--- src/rtl/hazard_stall_unit_if.sv ---
// Decode-stage hazard/stall bundle between the ID stage and hazard_stall_unit.
// The master drives the decoded ID instruction and stall sources; the slave returns the controls.
interface hazard_stall_unit_if;

    logic [15:0] instruction_in;
    logic        ReadingRs_in;
    logic        ReadingRt_in;
    logic        RegWrite_in;
    logic [2:0]  WriteReg_in;
    logic        MemToReg_in;
    logic        BranchingOrJumping_in;
    logic        instructionMemoryStall_in;
    logic        dataMemoryStall_in;

    logic        stall;
    logic        pc_en;
    logic        ifid_en;
    logic        idex_en;
    logic        flush_ifid;

    modport master (
        output instruction_in,
        output ReadingRs_in,
        output ReadingRt_in,
        output RegWrite_in,
        output WriteReg_in,
        output MemToReg_in,
        output BranchingOrJumping_in,
        output instructionMemoryStall_in,
        output dataMemoryStall_in,
        input  stall,
        input  pc_en,
        input  ifid_en,
        input  idex_en,
        input  flush_ifid
    );

    modport slave (
        input  instruction_in,
        input  ReadingRs_in,
        input  ReadingRt_in,
        input  RegWrite_in,
        input  WriteReg_in,
        input  MemToReg_in,
        input  BranchingOrJumping_in,
        input  instructionMemoryStall_in,
        input  dataMemoryStall_in,
        output stall,
        output pc_en,
        output ifid_en,
        output idex_en,
        output flush_ifid
    );

endinterface

--- src/rtl/hazard_stall_unit.sv ---
// Decode-stage hazard and stall controller: two-slot scoreboard of in-flight writers (EX, MEM)
// plus a branch-resolution wait FSM, producing bubble and pipeline-register enables.
module hazard_stall_unit #(
    parameter bit          FWD_EN    = 1'b1,
    parameter int unsigned BR_CYCLES = 2
) (
    input logic                clk,
    input logic                rst,
    hazard_stall_unit_if.slave hs
);

    typedef enum logic [0:0] {
        StRun,
        StBrWait
    } state_e;

    typedef struct packed {
        logic       valid;
        logic [2:0] rd;
        logic       load;
    } slot_t;

    localparam logic [2:0] BrCount = 3'(BR_CYCLES);

    state_e     state_q, state_d;
    logic [2:0] cnt_q, cnt_d;
    slot_t      s0_q, s0_d;
    slot_t      s1_q, s1_d;

    logic [2:0] rs;
    logic [2:0] rt;
    logic       match0;
    logic       match1;
    logic       hazard;
    logic       last_wait;

    logic       stall;
    logic       pc_en;
    logic       ifid_en;
    logic       idex_en;
    logic       flush_ifid;

    assign rs = hs.instruction_in[10:8];
    assign rt = hs.instruction_in[7:5];

    assign match0 = s0_q.valid & ((hs.ReadingRs_in & (s0_q.rd == rs)) |
                                  (hs.ReadingRt_in & (s0_q.rd == rt)));
    assign match1 = s1_q.valid & ((hs.ReadingRs_in & (s1_q.rd == rs)) |
                                  (hs.ReadingRt_in & (s1_q.rd == rt)));

    // With forwarding only a load still in EX cannot be bypassed in time.
    assign hazard = FWD_EN ? (match0 & s0_q.load) : (match0 | match1);

    // Treat a zero count as final too, so the FSM can never wrap and wait forever.
    assign last_wait = (cnt_q <= 3'd1);

    always_comb begin
        stall      = 1'b0;
        pc_en      = 1'b1;
        ifid_en    = 1'b1;
        idex_en    = 1'b1;
        flush_ifid = 1'b0;
        state_d    = state_q;
        cnt_d      = cnt_q;

        if (hs.dataMemoryStall_in) begin
            pc_en   = 1'b0;
            ifid_en = 1'b0;
            idex_en = 1'b0;
        end else if (state_q == StBrWait) begin
            stall      = 1'b1;
            flush_ifid = 1'b1;
            pc_en      = last_wait;
            cnt_d      = cnt_q - 3'd1;
            if (last_wait) begin
                state_d = StRun;
            end
        end else if (hs.instructionMemoryStall_in) begin
            stall = 1'b1;
            pc_en = 1'b0;
        end else if (hazard) begin
            stall   = 1'b1;
            pc_en   = 1'b0;
            ifid_en = 1'b0;
        end else if (hs.BranchingOrJumping_in) begin
            state_d = StBrWait;
            cnt_d   = BrCount;
        end
    end

    // A bubble enters EX as an invalid writer; a frozen cycle holds everything.
    always_comb begin
        s0_d = s0_q;
        s1_d = s1_q;
        if (!hs.dataMemoryStall_in) begin
            s1_d = s0_q;
            s0_d = '{valid: hs.RegWrite_in & ~stall,
                     rd:    hs.WriteReg_in,
                     load:  hs.MemToReg_in};
        end
    end

    always_ff @(posedge clk or negedge rst) begin
        if (!rst) begin
            state_q <= StRun;
            cnt_q   <= 3'd0;
            s0_q    <= '0;
            s1_q    <= '0;
        end else begin
            state_q <= state_d;
            cnt_q   <= cnt_d;
            s0_q    <= s0_d;
            s1_q    <= s1_d;
        end
    end

    assign hs.stall      = stall;
    assign hs.pc_en      = pc_en;
    assign hs.ifid_en    = ifid_en;
    assign hs.idex_en    = idex_en;
    assign hs.flush_ifid = flush_ifid;

    logic unused_bits;
    assign unused_bits = ^{hs.instruction_in[15:11], hs.instruction_in[4:0], s1_q.load};

endmodule
--- src/flat_wrapper.sv ---
// flat-port wrapper written by rule: the top's interface ports become plain ports
module hazard_stall_unit_flat 
#(
    parameter bit          FWD_EN    = 1'b1,
    parameter int unsigned BR_CYCLES = 2
)
  (clk, rst, hs_instruction_in, hs_ReadingRs_in, hs_ReadingRt_in, hs_RegWrite_in, hs_WriteReg_in, hs_MemToReg_in, hs_BranchingOrJumping_in, hs_instructionMemoryStall_in, hs_dataMemoryStall_in, hs_stall, hs_pc_en, hs_ifid_en, hs_idex_en, hs_flush_ifid);
  hazard_stall_unit_if hs_i ();
  input logic clk;
  input logic rst;
  input wire logic [$bits(hs_i.instruction_in)-1:0] hs_instruction_in;
  input wire logic [$bits(hs_i.ReadingRs_in)-1:0] hs_ReadingRs_in;
  input wire logic [$bits(hs_i.ReadingRt_in)-1:0] hs_ReadingRt_in;
  input wire logic [$bits(hs_i.RegWrite_in)-1:0] hs_RegWrite_in;
  input wire logic [$bits(hs_i.WriteReg_in)-1:0] hs_WriteReg_in;
  input wire logic [$bits(hs_i.MemToReg_in)-1:0] hs_MemToReg_in;
  input wire logic [$bits(hs_i.BranchingOrJumping_in)-1:0] hs_BranchingOrJumping_in;
  input wire logic [$bits(hs_i.instructionMemoryStall_in)-1:0] hs_instructionMemoryStall_in;
  input wire logic [$bits(hs_i.dataMemoryStall_in)-1:0] hs_dataMemoryStall_in;
  output wire logic [$bits(hs_i.stall)-1:0] hs_stall;
  output wire logic [$bits(hs_i.pc_en)-1:0] hs_pc_en;
  output wire logic [$bits(hs_i.ifid_en)-1:0] hs_ifid_en;
  output wire logic [$bits(hs_i.idex_en)-1:0] hs_idex_en;
  output wire logic [$bits(hs_i.flush_ifid)-1:0] hs_flush_ifid;
  assign hs_i.instruction_in = hs_instruction_in;
  assign hs_i.ReadingRs_in = hs_ReadingRs_in;
  assign hs_i.ReadingRt_in = hs_ReadingRt_in;
  assign hs_i.RegWrite_in = hs_RegWrite_in;
  assign hs_i.WriteReg_in = hs_WriteReg_in;
  assign hs_i.MemToReg_in = hs_MemToReg_in;
  assign hs_i.BranchingOrJumping_in = hs_BranchingOrJumping_in;
  assign hs_i.instructionMemoryStall_in = hs_instructionMemoryStall_in;
  assign hs_i.dataMemoryStall_in = hs_dataMemoryStall_in;
  assign hs_stall = hs_i.stall;
  assign hs_pc_en = hs_i.pc_en;
  assign hs_ifid_en = hs_i.ifid_en;
  assign hs_idex_en = hs_i.idex_en;
  assign hs_flush_ifid = hs_i.flush_ifid;
  hazard_stall_unit #(.FWD_EN(FWD_EN), .BR_CYCLES(BR_CYCLES)) u_core (.clk(clk), .rst(rst), .hs(hs_i));
endmodule
--- config.mk ---
export PLATFORM = sky130hd
export DESIGN_NAME = hazard_stall_unit_flat
export DESIGN_NICKNAME = d
export VERILOG_FILES = /design/src/rtl/hazard_stall_unit_if.sv /design/src/rtl/hazard_stall_unit.sv /design/src/flat_wrapper.sv
export SDC_FILE = /design/constraint.sdc
export NUM_CORES = 1
export LEC_CHECK = 0
export ABC_AREA = 1
export BUFFER_PORTS_ARGS = -buffer_cell sky130_fd_sc_hd__buf_2
export CELL_PAD_IN_SITES_DETAIL_PLACEMENT = 0
export CELL_PAD_IN_SITES_GLOBAL_PLACEMENT = 1
export CORE_MARGIN = 10
export CORE_UTILIZATION = 30
export DETAILED_ROUTE_END_ITERATION = 7
export PLACE_DENSITY = 0.86
export SLEW_MARGIN = 30
export SYNTH_ARGS = -nofsm -noshare
export SYNTH_HDL_FRONTEND = slang
export SYNTH_SLANG_ARGS = --single-unit
--- constraint.sdc ---
create_clock -name clk -period 3.9 [get_ports clk]
set_clock_uncertainty 0.2 [all_clocks]
set_input_delay 0.195 -clock clk [delete_from_list [all_inputs] [get_ports clk]]
set_output_delay 0.195 -clock clk [all_outputs]
set_load 0.005 [all_outputs]
==> metrics, run 1 <==
GR Overflow Total=0; die extent in x=64.9 um; arrival time worst endpoint=1.42 ns; antenna diode instance count=0; power density normalized to cell area=422 nW/um^2; fillers=236; worst hold stages=3; storage element area=225 um^2; max-slew violation total from the final report=0; achievable clock frequency=551 MHz; gpl congestion=0.683; final design area excluding fillers=831 um^2; Syn Inst Count=90; post-detailed-route DRC marker count=0; number of iterations in the first detailed-routing pass=4; cell family with the largest share of critical-path delay=simple AND/OR/NAND/NOR gates; die area=4220 um^2; reg-to-reg endpoint=u_core.cnt_q[2]$_DFFE_PN0P_; number of different library cells in the post-synthesis netlist=17; post-synthesis average cell area=6.73 um^2; destination of the worst hold path=u_core.s0_q[0]$_DFFE_PN0N_; starting utilization of the core area=31.2%; worst IR drop on VDD=0.238 mV; H-tree lvl count=1; sequential element share of the synthesized area=37.2%; number of failing setup endpoints in the final timing report=0; net count of the finished layout=152; worst path setup slack after routing=2.09 ns; cell area after placement=744 um^2; Worst Path Required=3.50 ns; final critical-path required period=1.81 ns; crit path max-delay cell type=sky130_fd_sc_hd__dfrtp_1; warnings from Yosys=0; leakage power summed over all cells=0.496 nW; antenna violations before repair=0; Sum Neg Setup Slack=0 ns; origin of the critical flop-to-flop path=u_core.s0_q[3]$_DFFE_PN0N_; share of the core filled with cells=42.8%; number of DRC markers in iteration 0=23; actual slew at the worst max-slew pin=0.286 ns; Floorplan Core Area=1940 um^2; wire length per cell after detailed routing=9.74 um; Post-CTS Setup Inserts=0; number of global-route vias before repair=615; clock tree from TritonCTS=yes; aggregate global-route resource usage=7.00%; Port Buffer Count=22; post-route clock period utilization=46.5%; post-placement setup slack=2.33 ns; routed vias=621; number of standard cells in the final layout excluding fillers=148; Max Cap Viol=0; area occupied by multi-input gates=319 um^2; worst min path class=in -> reg; Post-Syn Nets=120; Critical Path Source Type=flop; area of the mapped netlist=606 um^2; top-level port count=33; status=complete, no violations; Die Span Y=64.9 um; clock sink count=9; synthesis-stage register bit count=9; number of clock buffers inserted by TritonCTS=3; final worst hold slack=0.0282 ns; crit-path max cell delay=0.37 ns; Inst Count DP=138; Routed WL=1440 um; setup repair after global routing missed its margin=false; number of placement rows=16; drt via density=4.20; sort of element at the end of the critical path=output pin; register-to-register path setup slack=2.49 ns; pin count of the biggest net entering global routing=12; antenna-violating nets left=0; depth of the worst register-to-register path=10; Rel. slew slack=80.9%; critical path class=reg -> out; share of cells above drive strength 1=28.1%; cell chain of the critical path=inv_1, nand2_1, nand2_1, nor2_1, nand2_1, nand2_2, nand2_4, nand2_1, o21bai_1, buf_2; area delta synth->final=37.2%; buffers and inverters on the worst path=2; final hold violations=0; global-route wire length before repair=2420 um; CTS clk-pin slew, worst paths=0.06 ns; Pwr Total=0.350 mW; largest fanout on the critical path=4; most numerous cell on the critical path=sky130_fd_sc_hd__nand2_1; worst-case clock buffer depth=2; CTS Root Cell=sky130_fd_sc_hd__clkbuf_4; clock latency on the worst-skew pair=0.26 ns; placed wire-length estimate=1180 um; beginning of the worst hold path=hs_dataMemoryStall_in
[registers in the layout (all words and copies together) (netlist names)]
register and cells:
u_core.cnt_q 3, u_core.state_q 1, u_core.s0_q 5
[logic make-up after synthesis]
kind of cell             after synthesis  share of synthesized area (%)
flip-flops                             9                           37.2
buffers and inverters                 16                           10.1
AO/OA/AOI/OAI                          8                           7.44
adder cells (fa/ha/maj)                2                           4.13
XOR/XNOR                               1                           1.45
AND/OR/NAND/NOR                       54                           39.7
[timing repair]
item / in CTS / in global routing
resized for setup: 0 / 0
hold buffers: 6 / 0
endpoints found under the hold margin: 14 / 0
[cell usage after synthesis, drive strengths merged]
cell    number  area (um^2)
buf          1         5.00
nor3         1         5.00
xor2         1         8.76
o21bai       2         15.0
nor2         9         41.3
nand2       40          173
nand3        3         15.0
o21ai        3         15.0
nand4        1         6.26
a21oi        3         15.0
inv         15         56.3
ha           2         25.0
dfrtp        9          225
[cell usage in the layout, fill, tap and decap left out, drive strengths merged]
| master | instances |
|---|---|
| a21oi | 3 |
| buf | 22 |
| clkbuf | 4 |
| dfrtp | 9 |
| dlygate4sd3 | 6 |
| ha | 2 |
| inv | 15 |
| nand2 | 40 |
| nand3 | 3 |
| nand4 | 1 |
| nor2 | 9 |
| nor3 | 1 |
| o21ai | 3 |
| o21bai | 2 |
| xor2 | 1 |
[per-layer routing]
layer / global-route usage (%) / wire length [um] / vias to the layer above
met1: 7.04 / 670 / 274
met5: 0 / 0 / -
met4: 2.41 / 0 / 0
met2: 12.6 / 676 / 14
met3: 3.09 / 94 / 0
li1: - / - / 333
[worst reg2reg max path, cell delays in order (launching register included)]
cell and delay [ns]:
sky130_fd_sc_hd__dfrtp_1 0.37, sky130_fd_sc_hd__inv_1 0.10, sky130_fd_sc_hd__nand2_1 0.06, sky130_fd_sc_hd__nand2_1 0.05, sky130_fd_sc_hd__nor2_1 0.04, sky130_fd_sc_hd__nand2_1 0.07
sky130_fd_sc_hd__nand2_2 0.08, sky130_fd_sc_hd__nand2_4 0.09, sky130_fd_sc_hd__nand2_4 0.07, sky130_fd_sc_hd__o21bai_1 0.13, sky130_fd_sc_hd__inv_1 0.05
[report_power, final]
part	total [mW]	internal, mW	switching, mW
Combinational	0.140	0.0625	0.0776
Sequential	0.138	0.119	0.0187
Clock	0.0719	0.0394	0.0325
Total	0.350	0.221	0.129
[worst max-delay path by stage]
stage | end | cells after the start | slack, ns | from
2_1_floorplan | hs_pc_en | 9 | 2.54 | u_core.s0_q[1]$_DFFE_PN0N_
3_3_place_gp | hs_pc_en | 10 | 2.36 | u_core.s0_q[3]$_DFFE_PN0N_
6_report | hs_pc_en | 10 | 2.09 | u_core.s0_q[3]$_DFFE_PN0N_
3_5_place_dp | hs_pc_en | 6 | 2.33 | u_core.state_q$_DFFE_PN0N_
5_1_grt | hs_pc_en | 10 | 1.88 | u_core.s0_q[3]$_DFFE_PN0N_
4_1_cts | hs_pc_en | 6 | 2.04 | u_core.state_q$_DFFE_PN0N_
[final cells by class]
type	instances	area share, %
clock buffers	4	3.16
well taps	27	4.07
repair buffers	28	20.5
multi-input cells	65	38.4
flip-flops and latches	9	27.1
inverters	15	6.78
Power figures use the tool's default switching activity.
==> run 2, diff against run 1 <==
--- a/config.mk
+++ b/config.mk
@@ -10,9 +10,9 @@
 export CELL_PAD_IN_SITES_DETAIL_PLACEMENT = 0
 export CELL_PAD_IN_SITES_GLOBAL_PLACEMENT = 1
 export CORE_MARGIN = 10
-export CORE_UTILIZATION = 30
+export CORE_UTILIZATION = 25
 export DETAILED_ROUTE_END_ITERATION = 7
-export PLACE_DENSITY = 0.86
+export PLACE_DENSITY = 0.77
 export SLEW_MARGIN = 30
 export SYNTH_ARGS = -nofsm -noshare
 export SYNTH_HDL_FRONTEND = slang
==> constraint.sdc (replaced) <==
create_clock -name clk -period 1.5 [get_ports clk]
set_clock_uncertainty 0.2 [all_clocks]
set_input_delay 0.075 -clock clk [delete_from_list [all_inputs] [get_ports clk]]
set_output_delay 0.075 -clock clk [all_outputs]
set_load 0.005 [all_outputs]
==> run 2 against run 1 <==
Net effect: the run now ends with hold timing, setup timing left; global-route usage is 0.43 points lower; combinational power increased to 2.9 times the previous value; setup slack got worse by 2.3 ns; sequential share of layout area down 2.8 points; critical endpoint unchanged.
==> metrics, run 2 (synthesized netlist as in run 1, its figures left out) <==
status=finished, violations left; violations in the final reports=hold timing, setup timing; crit-path max cell delay=0.38 ns; post-route clock period utilization=113%; power density normalized to cell area=1040 nW/um^2; final hold violations=1; arrival time worst endpoint=1.42 ns; achievable clock frequency=589 MHz; most numerous cell on the critical path=sky130_fd_sc_hd__nand2_1; CTS Root Cell=sky130_fd_sc_hd__clkbuf_4; most used cells in the layout excluding fill and tap cells=sky130_fd_sc_hd__nand2_1 (33), sky130_fd_sc_hd__buf_2 (22), sky130_fd_sc_hd__inv_1 (10), sky130_fd_sc_hd__dlygate4sd3_1 (10), sky130_fd_sc_hd__dfrtp_1 (9); sort of element at the end of the critical path=output pin; worst path setup slack after routing=-0.198 ns; origin of the critical flop-to-flop path=u_core.s0_q[1]$_DFFE_PN0N_; max-slew violation total from the final report=0; antenna-violating nets left=0; register with the most flip-flops=u_core.s0_q; clock latency on the worst-skew pair=0.26 ns; die area=4790 um^2; Floorplan Core Area=2250 um^2; clock sink count=9; number of placement rows=17; cell family with the largest share of critical-path delay=simple AND/OR/NAND/NOR gates; gpl congestion=0.827; share of cells above drive strength 1=34.4%; Rel. slew slack=70.7%; share of the core filled with cells=41.1%; actual slew at the worst max-slew pin=0.438 ns; Max Cap Viol=0; post-detailed-route DRC marker count=0; number of DRC markers in iteration 0=27; buffers and inverters on the worst path=2; worst min path class=in -> reg; area delta synth->final=53.1%; destination of the worst hold path=u_core.cnt_q[0]$_DFFE_PN0P_; crit path max-delay cell type=sky130_fd_sc_hd__dfrtp_1; Critical Path Source Type=flop; Regs by FF count=u_core.s0_q x5, u_core.cnt_q x3, u_core.state_q x1; H-tree lvl count=1; die extent in x=69.2 um; top-level port count=33; number of failing setup endpoints in the final timing report=7; Routed WL=1600 um; wire length per cell after detailed routing=10.1 um; antenna violations before repair=0; Pwr Total=0.963 mW; fillers=250; Worst Path Required=1.22 ns; cell chain of the critical path=buf_4, nand2_1, nand2_1, nor2_1, nand2_1, nand2_2, nand2_4, nand2_2, o21bai_1, buf_2; Largest register FFs=5; reg-to-reg endpoint=u_core.cnt_q[1]$_DFFE_PN0P_; aggregate global-route resource usage=6.57%; setup repair after global routing missed its margin=true; register-to-register path setup slack=-0.07 ns; number of clock buffers inserted by TritonCTS=3; area occupied by multi-input gates=329 um^2; storage element area=225 um^2; starting utilization of the core area=26.9%; worst hold stages=4; net count of the finished layout=162; Port Buffer Count=22; leakage power summed over all cells=0.539 nW; placed wire-length estimate=1260 um; final worst hold slack=-0.0184 ns; worst IR drop on VDD=0.799 mV; number of global-route vias before repair=623; final critical-path required period=1.70 ns; global-route wire length before repair=2720 um; drt via density=4.13; pin count of the biggest net entering global routing=11; number of standard cells in the final layout excluding fillers=159; clock tree from TritonCTS=yes; routed vias=656; largest fanout on the critical path=4; cell area after placement=753 um^2; most common cell after layout, fill and taps aside=sky130_fd_sc_hd__nand2_1; final design area excluding fillers=927 um^2; critical path class=reg -> out; depth of the worst register-to-register path=12; Die Span Y=69.2 um; GR Overflow Total=0; CTS clk-pin slew, worst paths=0.06 ns; number of iterations in the first detailed-routing pass=4; worst-case clock buffer depth=2; antenna diode instance count=0; beginning of the worst hold path=hs_dataMemoryStall_in; Inst Count DP=140
-- run 2: cell types whose count changed in the layout (fill, tap and decap cells not counted), sizes merged --
| cell | previous run | this run |
|---|---|---|
| buf | 22 | 28 |
| dlygate4sd3 | 6 | 10 |
-- run 2: worst max path at each step --
stage | startpoint | endpoint | slack [ns] | depth (start not counted)
final | u_core.s0_q[1]$_DFFE_PN0N_ | hs_pc_en | -0.20 | 10
after global placement | u_core.s0_q[3]$_DFFE_PN0N_ | hs_pc_en | 0.07 | 10
after global routing | u_core.s0_q[1]$_DFFE_PN0N_ | hs_pc_en | -0.31 | 10
after detailed placement | u_core.state_q$_DFFE_PN0N_ | hs_pc_en | 0.05 | 6
after CTS | u_core.s0_q[2]$_DFFE_PN0N_ | hs_pc_en | -0.24 | 10
after floorplan | u_core.s0_q[1]$_DFFE_PN0N_ | u_core.cnt_q[2]$_DFFE_PN0P_ | 0.20 | 10
-- run 2: where the power goes --
group,switching [mW],leakage [nW],internal (mW)
Clock,0.0859,0.0150,0.103
Combinational,0.222,0.414,0.189
Sequential,0.0527,0.110,0.311
Total,0.360,0.539,0.602
-- run 2: timing repair --
item                                   in CTS  in global routing
setup endpoints to repair                   3                  7
resized for setup                           4                  1
pin swaps                                   3                  4
hold buffers                               10                  0
setup buffers                               2                  3
endpoints found under the hold margin      17                  0
-- run 2: worst register-to-register path, cell delays in order, from the launching register on --
cell and delay [ns]:
sky130_fd_sc_hd__dfrtp_1 0.38, sky130_fd_sc_hd__buf_4 0.13, sky130_fd_sc_hd__nand2_1 0.06, sky130_fd_sc_hd__nand2_1 0.05, sky130_fd_sc_hd__nor2_1 0.08, sky130_fd_sc_hd__nand2_1 0.06, sky130_fd_sc_hd__nand2_2 0.10, sky130_fd_sc_hd__nand2_4 0.06
sky130_fd_sc_hd__buf_4 0.14, sky130_fd_sc_hd__nand2_4 0.07, sky130_fd_sc_hd__nand2_2 0.04, sky130_fd_sc_hd__nand2_1 0.05, sky130_fd_sc_hd__nand2_1 0.04
-- run 2: routing by layer --
layer	part of all wire [%]	vias up	global-route usage, %
met2	46	18	10.5
met1	48	286	7.85
met3	6.7	0	3.00
met4	0	0	1.33
met5	0	-	0
li1	-	352	-
-- run 2: cell type report --
type / instances / share of cell area, %
repair buffers: 38 / 27.5
inverters: 15 / 6.07
multi-input cells: 65 / 35.5
well taps: 28 / 3.78
flip-flops and latches: 9 / 24.3
clock buffers: 4 / 2.83
-- run 2: through the flow --
stage | TNS, ns | worst slack (ns)
after detailed placement | 0 | 0.0515
after CTS | -0.550 | -0.236
after floorplan | 0 | 0.196
after global placement | 0 | 0.0718
final | -0.671 | -0.198
after global routing | -1.44 | -0.314
